==> config.mk <==
export PLATFORM = sky130hd
export DESIGN_NAME = uart_tx_arbiter
export DESIGN_NICKNAME = d
export VERILOG_FILES = /design/src/rtl/uart_pkg.sv /design/src/rtl/uart_tx_arbiter_rr_picker.sv /design/src/rtl/uart_tx_arbiter.sv
export SDC_FILE = /design/constraint.sdc
export NUM_CORES = 1
export LEC_CHECK = 0
export CAP_MARGIN = 20
export CORE_MARGIN = 10
export CORE_UTILIZATION = 41
export DETAILED_ROUTE_END_ITERATION = 8
export GPL_ROUTABILITY_DRIVEN = 0
export GPL_TIMING_DRIVEN = 0
export PLACE_DENSITY_LB_ADDON = 0.12
export SETUP_SLACK_MARGIN = 0.5
export SKIP_LAST_GASP = 1
export SYNTH_ARGS = -nofsm -noshare
export SYNTH_HDL_FRONTEND = slang
export SYNTH_SLANG_ARGS = --single-unit
==> constraint.sdc <==
create_clock -name clk -period 1.6 [get_ports clk]
set_input_delay 0.24 -clock clk [delete_from_list [all_inputs] [get_ports clk]]
set_output_delay 0.24 -clock clk [all_outputs]
set_load 0.05 [all_outputs]
==> src/rtl/uart_pkg.sv <==
// Shared UART constants: oversample rate, default frame length and the
// arbiter state encoding.
package uart_pkg;

    localparam int OVERSAMPLE = 16;

    localparam logic [2:0] ST_HOLD      = 3'd0;
    localparam logic [2:0] ST_IDLE      = 3'd1;
    localparam logic [2:0] ST_SEND      = 3'd2;
    localparam logic [2:0] ST_WAIT_DONE = 3'd3;
    localparam logic [2:0] ST_GAP       = 3'd4;

    // Start bit + data bits + stop bit, each OVERSAMPLE ticks long.
    function automatic int frameTicks(input int dataWidth);
        return OVERSAMPLE * (dataWidth + 2);
    endfunction

endpackage

==> src/rtl/uart_tx_arbiter_rr_picker.sv <==
// Combinational round-robin priority encoder: the first valid requester
// after last_grant (wrapping) wins.
module rr_picker
    import uart_pkg::*;
#(
    parameter int NUM_REQ = 4,
    parameter int IDW     = $clog2(NUM_REQ)
) (
    input  logic [NUM_REQ-1:0] req_valid,
    input  logic [IDW-1:0]     last_grant,
    output logic [IDW-1:0]     winner,
    output logic               any
);

    int idx;

    // Walk from the farthest candidate to the nearest so the nearest valid one is kept.
    always_comb begin
        winner = '0;
        any    = 1'b0;
        idx    = 0;
        for (int i = NUM_REQ; i >= 1; i--) begin
            idx = (int'(last_grant) + i) % NUM_REQ;
            if (req_valid[idx[IDW-1:0]]) begin
                winner = idx[IDW-1:0];
                any    = 1'b1;
            end
        end
    end

endmodule

==> src/rtl/uart_tx_arbiter.sv <==
// Round-robin scheduler sharing one UART transmitter between NUM_REQ byte
// producers, with reset drain, frame watchdog and inter-frame idle gap.
module uart_tx_arbiter
    import uart_pkg::*;
#(
    parameter int NUM_REQ     = 4,
    parameter int DATA_WIDTH  = 8,
    parameter int GAP_TICKS   = 16,
    parameter int FRAME_TICKS = frameTicks(DATA_WIDTH)
) (
    input  logic                          clk,
    input  logic                          rst_n,
    input  logic                          tick,
    input  logic [NUM_REQ-1:0]            req_valid,
    input  logic [NUM_REQ*DATA_WIDTH-1:0] req_data,
    output logic [NUM_REQ-1:0]            req_ready,
    output logic                          tx_start,
    output logic [DATA_WIDTH-1:0]         tx_in,
    input  logic                          tx_dv,
    output logic [$clog2(NUM_REQ)-1:0]    grant_id,
    output logic                          busy,
    output logic                          tx_timeout
);

    localparam int IDW = $clog2(NUM_REQ);
    localparam int CW  = $clog2(FRAME_TICKS + GAP_TICKS + 17);
    localparam logic [CW-1:0] HOLD_LAST = CW'(FRAME_TICKS + GAP_TICKS - 1);
    localparam logic [CW-1:0] WD_LAST   = CW'(FRAME_TICKS + 15);
    localparam logic [CW-1:0] GAP_LAST  = CW'((GAP_TICKS > 0) ? GAP_TICKS - 1 : 0);

    logic [2:0]            state_q, state_d;
    logic [CW-1:0]         tickCnt_q, tickCnt_d;
    logic [IDW-1:0]        lastGrant_q, lastGrant_d;
    logic [IDW-1:0]        grantId_q, grantId_d;
    logic [DATA_WIDTH-1:0] txIn_q, txIn_d;
    logic [NUM_REQ-1:0]    reqReady_q, reqReady_d;
    logic                  txStart_q, txStart_d;
    logic                  timeout_q, timeout_d;
    logic [IDW-1:0]        winner;
    logic                  anyReq;

    rr_picker #(.NUM_REQ(NUM_REQ), .IDW(IDW)) u_picker (
        .req_valid (req_valid),
        .last_grant(lastGrant_q),
        .winner    (winner),
        .any       (anyReq)
    );

    always_comb begin
        state_d     = state_q;
        tickCnt_d   = tickCnt_q;
        lastGrant_d = lastGrant_q;
        grantId_d   = grantId_q;
        txIn_d      = txIn_q;
        reqReady_d  = '0;
        txStart_d   = 1'b0;
        timeout_d   = 1'b0;
        case (state_q)
            ST_HOLD: begin
                if (tick) begin
                    if (tickCnt_q == HOLD_LAST) begin
                        state_d   = ST_IDLE;
                        tickCnt_d = '0;
                    end else begin
                        tickCnt_d = tickCnt_q + CW'(1);
                    end
                end
            end
            ST_IDLE: begin
                if (anyReq) begin
                    state_d             = ST_SEND;
                    txIn_d              = req_data[int'(winner)*DATA_WIDTH +: DATA_WIDTH];
                    grantId_d           = winner;
                    lastGrant_d         = winner;
                    reqReady_d[winner]  = 1'b1;
                    txStart_d           = 1'b1;
                end
            end
            ST_SEND: begin
                state_d   = ST_WAIT_DONE;
                tickCnt_d = '0;
            end
            ST_WAIT_DONE: begin
                // A frame-done pulse beats a watchdog expiry on the same edge.
                if (tx_dv) begin
                    state_d   = (GAP_TICKS == 0) ? ST_IDLE : ST_GAP;
                    tickCnt_d = '0;
                end else if (tick) begin
                    if (tickCnt_q == WD_LAST) begin
                        timeout_d = 1'b1;
                        state_d   = ST_GAP;
                        tickCnt_d = '0;
                    end else begin
                        tickCnt_d = tickCnt_q + CW'(1);
                    end
                end
            end
            ST_GAP: begin
                if (GAP_TICKS == 0) begin
                    state_d = ST_IDLE;
                end else if (tick) begin
                    if (tickCnt_q == GAP_LAST) begin
                        state_d   = ST_IDLE;
                        tickCnt_d = '0;
                    end else begin
                        tickCnt_d = tickCnt_q + CW'(1);
                    end
                end
            end
            default: begin
                state_d   = ST_HOLD;
                tickCnt_d = '0;
            end
        endcase
    end

    // Reset parks in HOLD so a frame left running in the transmitter can drain.
    always_ff @(posedge clk) begin
        if (!rst_n) begin
            state_q     <= ST_HOLD;
            tickCnt_q   <= '0;
            lastGrant_q <= IDW'(NUM_REQ - 1);
            grantId_q   <= '0;
            txIn_q      <= '0;
            reqReady_q  <= '0;
            txStart_q   <= 1'b0;
            timeout_q   <= 1'b0;
        end else begin
            state_q     <= state_d;
            tickCnt_q   <= tickCnt_d;
            lastGrant_q <= lastGrant_d;
            grantId_q   <= grantId_d;
            txIn_q      <= txIn_d;
            reqReady_q  <= reqReady_d;
            txStart_q   <= txStart_d;
            timeout_q   <= timeout_d;
        end
    end

    assign req_ready  = reqReady_q;
    assign tx_start   = txStart_q;
    assign tx_in      = txIn_q;
    assign grant_id   = grantId_q;
    assign tx_timeout = timeout_q;
    assign busy       = (state_q != ST_IDLE);

endmodule
After elaboration in Yosys (flattened, before gate mapping)
Cells that the tools add are included.
Widths: inputs -> output; s select.
- add/sub/neg operators: 5
- $lt $le $gt $ge: 6
- equality and inequality tests: 14
- shift operators: 1
- mux-type cells: 35
- bitwise gates (word level): 4
- reduce and logical (&&, ||, !) cells: 8
- operators with widths (cell ; number):
    $mux 8 ; 5
    $pmux 8 s4 ; 1
    $shiftx 32x6->8 ; 1
    $mux 3 ; 8
    $lt 2x3->1 const B ; 5
    $pmux 3 s5 ; 1
    $mux 1 ; 11
    $ne 2x2->1 const B ; 5
    $add 8x1->8 const B ; 1
    $bmux 1 s2 ; 4
    $eq 8x4->1 const B ; 1
    $eq 8x8->1 const B ; 1
    $mux 2 ; 4
    $reduce_and 7->1 ; 1
    $eq 3x2->1 const B ; 2
    $ne 3x3->1 const B ; 2
    $reduce_and 2->1 ; 3
    $add 2x1->2 const B ; 2
    $add 2x2->2 const B ; 2
    $not 1->1 ; 4
    $reduce_or 4->1 ; 1
    $eq 3x1->1 const B ; 1
    $eq 3x3->1 const B ; 1
    $logic_not 3->1 ; 1
    5 further kinds ; 5
- register bits after elaboration: 29
- input port bits: 40
- word-level logic and storage cells: 81

Logic depth before layout (Yosys ltp)
- depth in word-level cells: 11
- gate-level depth with buffers: 7

Cells and area by module
A second synthesis with hierarchy kept.
- cells, all modules: 183
- area, all modules: 1682.9 µm²
- by module, submodules not included (module ; instances ; cells each ; area each (µm²) ; sequential area each (µm²)):
    uart_tx_arbiter ; 1 ; 169 ; 1591.5 ; 580.6
    rr_picker ; 1 ; 14 ; 91.3 ; 0.0

Least setup slack after synthesis
No wires, ideal clock.
- kind: flip-flop to flip-flop
- from: register tickCnt_q[0]
- to: register tickCnt_q[3]
- data arrival time: 1531 ps
- slack: -50 ps
- stages on the path, launching flop included: 7
- path buffers: 0
- period minus slack after synthesis: 1650 ps
- cell sequence: dfxtp_1 -> ha_1 -> nand3_1 -> or3_4 -> a31oi_4 -> nor3_1 -> o221a_2
- cells in the longest elaborated chain, start to end: 5
- RTL lines (element ; line ; text):
    from (decl) ; uart_tx_arbiter.sv:32 ; logic [CW-1:0] tickCnt_q, tickCnt_d;
    from (signal assigned) ; uart_tx_arbiter.sv:130 ; tickCnt_q <= tickCnt_d;
    $add 8x1->8 / $eq 8x8->1 (equally long branches) ; -- ;
    $mux 8 ; uart_tx_arbiter.sv:61, uart_tx_arbiter.sv:89 ;
    $mux 8 ; uart_tx_arbiter.sv:60 ; if (tick) begin
    $mux 8 ; uart_tx_arbiter.sv:85 ; if (tx_dv) begin
    $pmux 8 s4 (*) ; uart_tx_arbiter.sv:58 ; case (state_q)
Mark *: on every way between the ends. The rest lies on a longest branch, timed or not. The select of a mux whose other input is x is not followed.
A chain may end at the register's enable or synchronous reset.

Worst setup path after layout
- from: register tickCnt_q[0]
- to: register tickCnt_q[5]
Same word-level chain as after synthesis.

==> flow_summary.toml <==
[outcome]
run_status = "complete, but fails checks"
violations = "setup timing"

[worst_setup_path]
critPathMaxFanout = 4
regToRegStartpoint = "tickCnt_q[0]"
critical_path.startpoint = "tickCnt_q[0]"
critical_path.endpoint_type = "flip-flop"
data_required_time_of_the_critical_path_ns = 1.78
critical_path_arrival_ns = 1.83
crit_path_start_kind = "flip-flop"
critical_path_class = "reg -> reg"

[final_layout]
drive_above_1_share = 0.452
design.final.nets = 334
areaGrowthSynthToFinish_pct = 81.7
finish.cell_count_without_fillers = 344
most_common_cell_after_layout_fill_and_taps_aside = "sky130_fd_sc_hd__clkdlybuf4s50_1"
insertedDiodeCount = 0
mostFrequentLayoutCells = "sky130_fd_sc_hd__clkdlybuf4s50_1, sky130_fd_sc_hd__buf_4, sky130_fd_sc_hd__buf_6"

[place]
detailed_place_hpwl_mm = 3.66
dp_worst_setup_slack_ns = -0.545
place.port_buffers = 55
numPlacedInstances = 301

[synth]
postSynthNetCount = 237
synthesis.area_per_instance_um2 = 8.61
synthesis.area_mm2 = 0.00169
compound_gate_fraction_of_synth_area = 0.204
yosys_register_bits = 29
portion_of_the_post_synthesis_area_used_by_sequential_elements = 0.344
post_synth_fa_ha_maj_area_fraction = 0.00741
synth.distinct_cells = 50
synth_top_family_by_area = "simple AND/OR/NAND/NOR gates"
synth_xor_area_frac = 0
synth.yosys.warnings = 0
syn_inst = 196
muxShareOfSynthArea = 0.125
post_synth_simple_gate_area = 0.273

[timing]
worstMarginPinSlew_ns = 0.539
final_min_period_over_clock_period = 1.03
timing_max_transition_violations_final = 0
setup_viol = 8
period_minus_ws_final_ns = 1.65
final-hold-violation-count = 0
timing.clock.skew_ns = 0.00485
relSlewSlack = 0.641
grt_setup_unrepaired = "yes"
setup_tns_ns = -0.233
max_freq_mhz = 606
timing.final.ws_setup_ns = -0.0502

[global_route]
globalRouteOverflowTotal = 0
gr-usage-all-layers = 0.160
first_global_vias = 1959
grt_antenna_before_repair = 0
maximum_number_of_pins_on_one_net_before_global_route_repair = 11
grt_first_pass_wirelength_mm = 9.49

[power]
internal_power_of_the_cells_mw = 1.28
share_comb_of_total_power = 0.172
p_switching_uw = 418
cellPowerDensity_mw_per_mm2 = 554
clock_power_share = 0.402
sw_frac_of_total = 0.246
vdd_drop_max_v = 0.000427
p_leak_nw = 1.20
power.share.sequential = 0.426
finalPower_mw = 1.70

[die]
overall_die_area_mm2 = 0.00708
die_height_um = 84.2
dieWidth_um = 84.2
floorplan.initialDensity = 0.422
placeable_core_region_mm2 = 0.00400
io_pins = 57
core.rowCount = 23

[routing]
drt-pass1-iter-count = 4
vias_per_cell = 5.44
detail_route.drc_violations = 0
detailedRoute.firstIterationViolations = 107
route.vias.total = 1873
drt-wirelength-per-cell_um = 17.0
drtAntennaViolNets = 0
detail_route.wirelength_mm = 5.84

[clocking]
cts_buffer_count = 5
cts-htree-levels = 2
numClockSinks = 29
cts_tree = "done"
worst_skew_pair.late_latency_ns = 0.29
path_clk_slew_ns = 0.06
root_buffer = "sky130_fd_sc_hd__clkbuf_8"
clk_path_buf_depth = 2

[run]
max_cap_viol_count = 0

[worst_hold_path]
hold_path_class = "in -> reg"
worst_hold_start = "rst_n"
final cells by class:
type | count | area [µm²]
well taps | 50 | 62.6
clock buffers | 7 | 96.3
multi-input cells | 151 | 1350
clock inverters | 1 | 5.00
plain buffers | 13 | 116
flip-flops and latches | 29 | 599
fillers | 267 | 933
repair buffers | 90 | 823
inverters | 3 | 11.3
logic make-up (layout without fill, tap and decap cells):
group	Yosys count	in the layout
AOI/OAI and AO/OA	43	43
adders and majority gates	1	1
buffers and inverters	16	114
and+or+nand+nor	86	86
muxes	21	21
DFF	29	29
repair_timing:
item | in CTS | in global routing
hold buffers | 0 | 0
cloned | 3 | 0
gates resized for setup | 176 | 21
pin swaps | 26 | 11
setup endpoints to repair | 46 | 38
buffers inserted | 26 | 6
final timing paths:
path	to	slack, ns	depth (start not counted)
worst max-delay path	tickCnt_q[5]	-0.05	7
worst min-delay path	state_q[1]	0.32	3
worst max register to register	tickCnt_q[5]	-0.05	7
worst min register to register	grant_id[1]	0.49	2
cells in the mapped netlist, drive strengths merged:
cell | n | area share
or4 | 1 | 0.0044
nand4bb | 1 | 0.0067
o22ai | 2 | 0.0074
o221a | 2 | 0.013
a31oi | 2 | 0.016
inv | 3 | 0.0067
dfxtp | 29 | 0.34
a211o | 1 | 0.0052
o221ai | 9 | 0.054
a21oi | 7 | 0.021
nor3 | 5 | 0.015
nand2b | 5 | 0.020
o21ai | 7 | 0.023
and2 | 3 | 0.012
or3b | 2 | 0.010
nor4 | 3 | 0.011
o22a | 1 | 0.0052
a211oi | 1 | 0.0044
o211a | 1 | 0.0059
o31ai | 1 | 0.0044
nor4bb | 1 | 0.0059
o211ai | 1 | 0.0074
o21a | 6 | 0.027
nand4 | 3 | 0.011
or3 | 1 | 0.0067
nand3 | 14 | 0.042
mux2i | 21 | 0.12
and4 | 1 | 0.0052
buf | 7 | 0.027
a21boi | 2 | 0.0089
nand3b | 2 | 0.0089
and3 | 1 | 0.0037
nor2b | 6 | 0.022
nand2 | 20 | 0.046
nor2 | 14 | 0.031
or2 | 3 | 0.011
clkbuf | 6 | 0.013
ha | 1 | 0.0074
power groups by stage:
stage               clock network [mW]  logic [mW]  registers, mW
finish                           0.683       0.292          0.725
CTS                              0.693       0.277          0.724
floorplan                            0       0.101          0.746
detailed placement                   0       0.222          0.747
global placement                     0       0.221          0.747
global route                     0.724       0.312          0.724
critical path, cell delays in order, from the launching register on:
cell and delay [ns]:
sky130_fd_sc_hd__dfxtp_4 0.36, sky130_fd_sc_hd__ha_4 0.14, sky130_fd_sc_hd__nand3_4 0.08, sky130_fd_sc_hd__or3_4 0.37
sky130_fd_sc_hd__a31oi_4 0.22, sky130_fd_sc_hd__buf_6 0.15, sky130_fd_sc_hd__o21ai_2 0.05, sky130_fd_sc_hd__o21a_1 0.17
sequential cells by signal, indices dropped and copies added, names as in the netlist:
name and flops:
tickCnt_q 8, tx_timeout 1, state_q 3, tx_start 1
tx_in 8, grant_id 2, req_ready 4, lastGrant_q 2
per-stage QoR:
stage	cell area, µm²	util	hold WS, ns
after floorplan	1820	-	0.437
after global placement	2430	0.608	0.448
after detailed placement	2430	0.608	0.460
after CTS	2950	0.737	0.313
after global routing	3070	0.767	0.370
final	3070	0.767	0.316
routing by layer:
metal / global-route usage / vias up / part of all wire
li1: - / 917 / -
met1: 0.190 / 886 / 0.44
met2: 0.249 / 64 / 0.46
met3: 0.0725 / 6 / 0.092
met4: 0.0548 / 0 / 0.013
met5: 0 / - / 0
(Power assumes the default switching activity.)
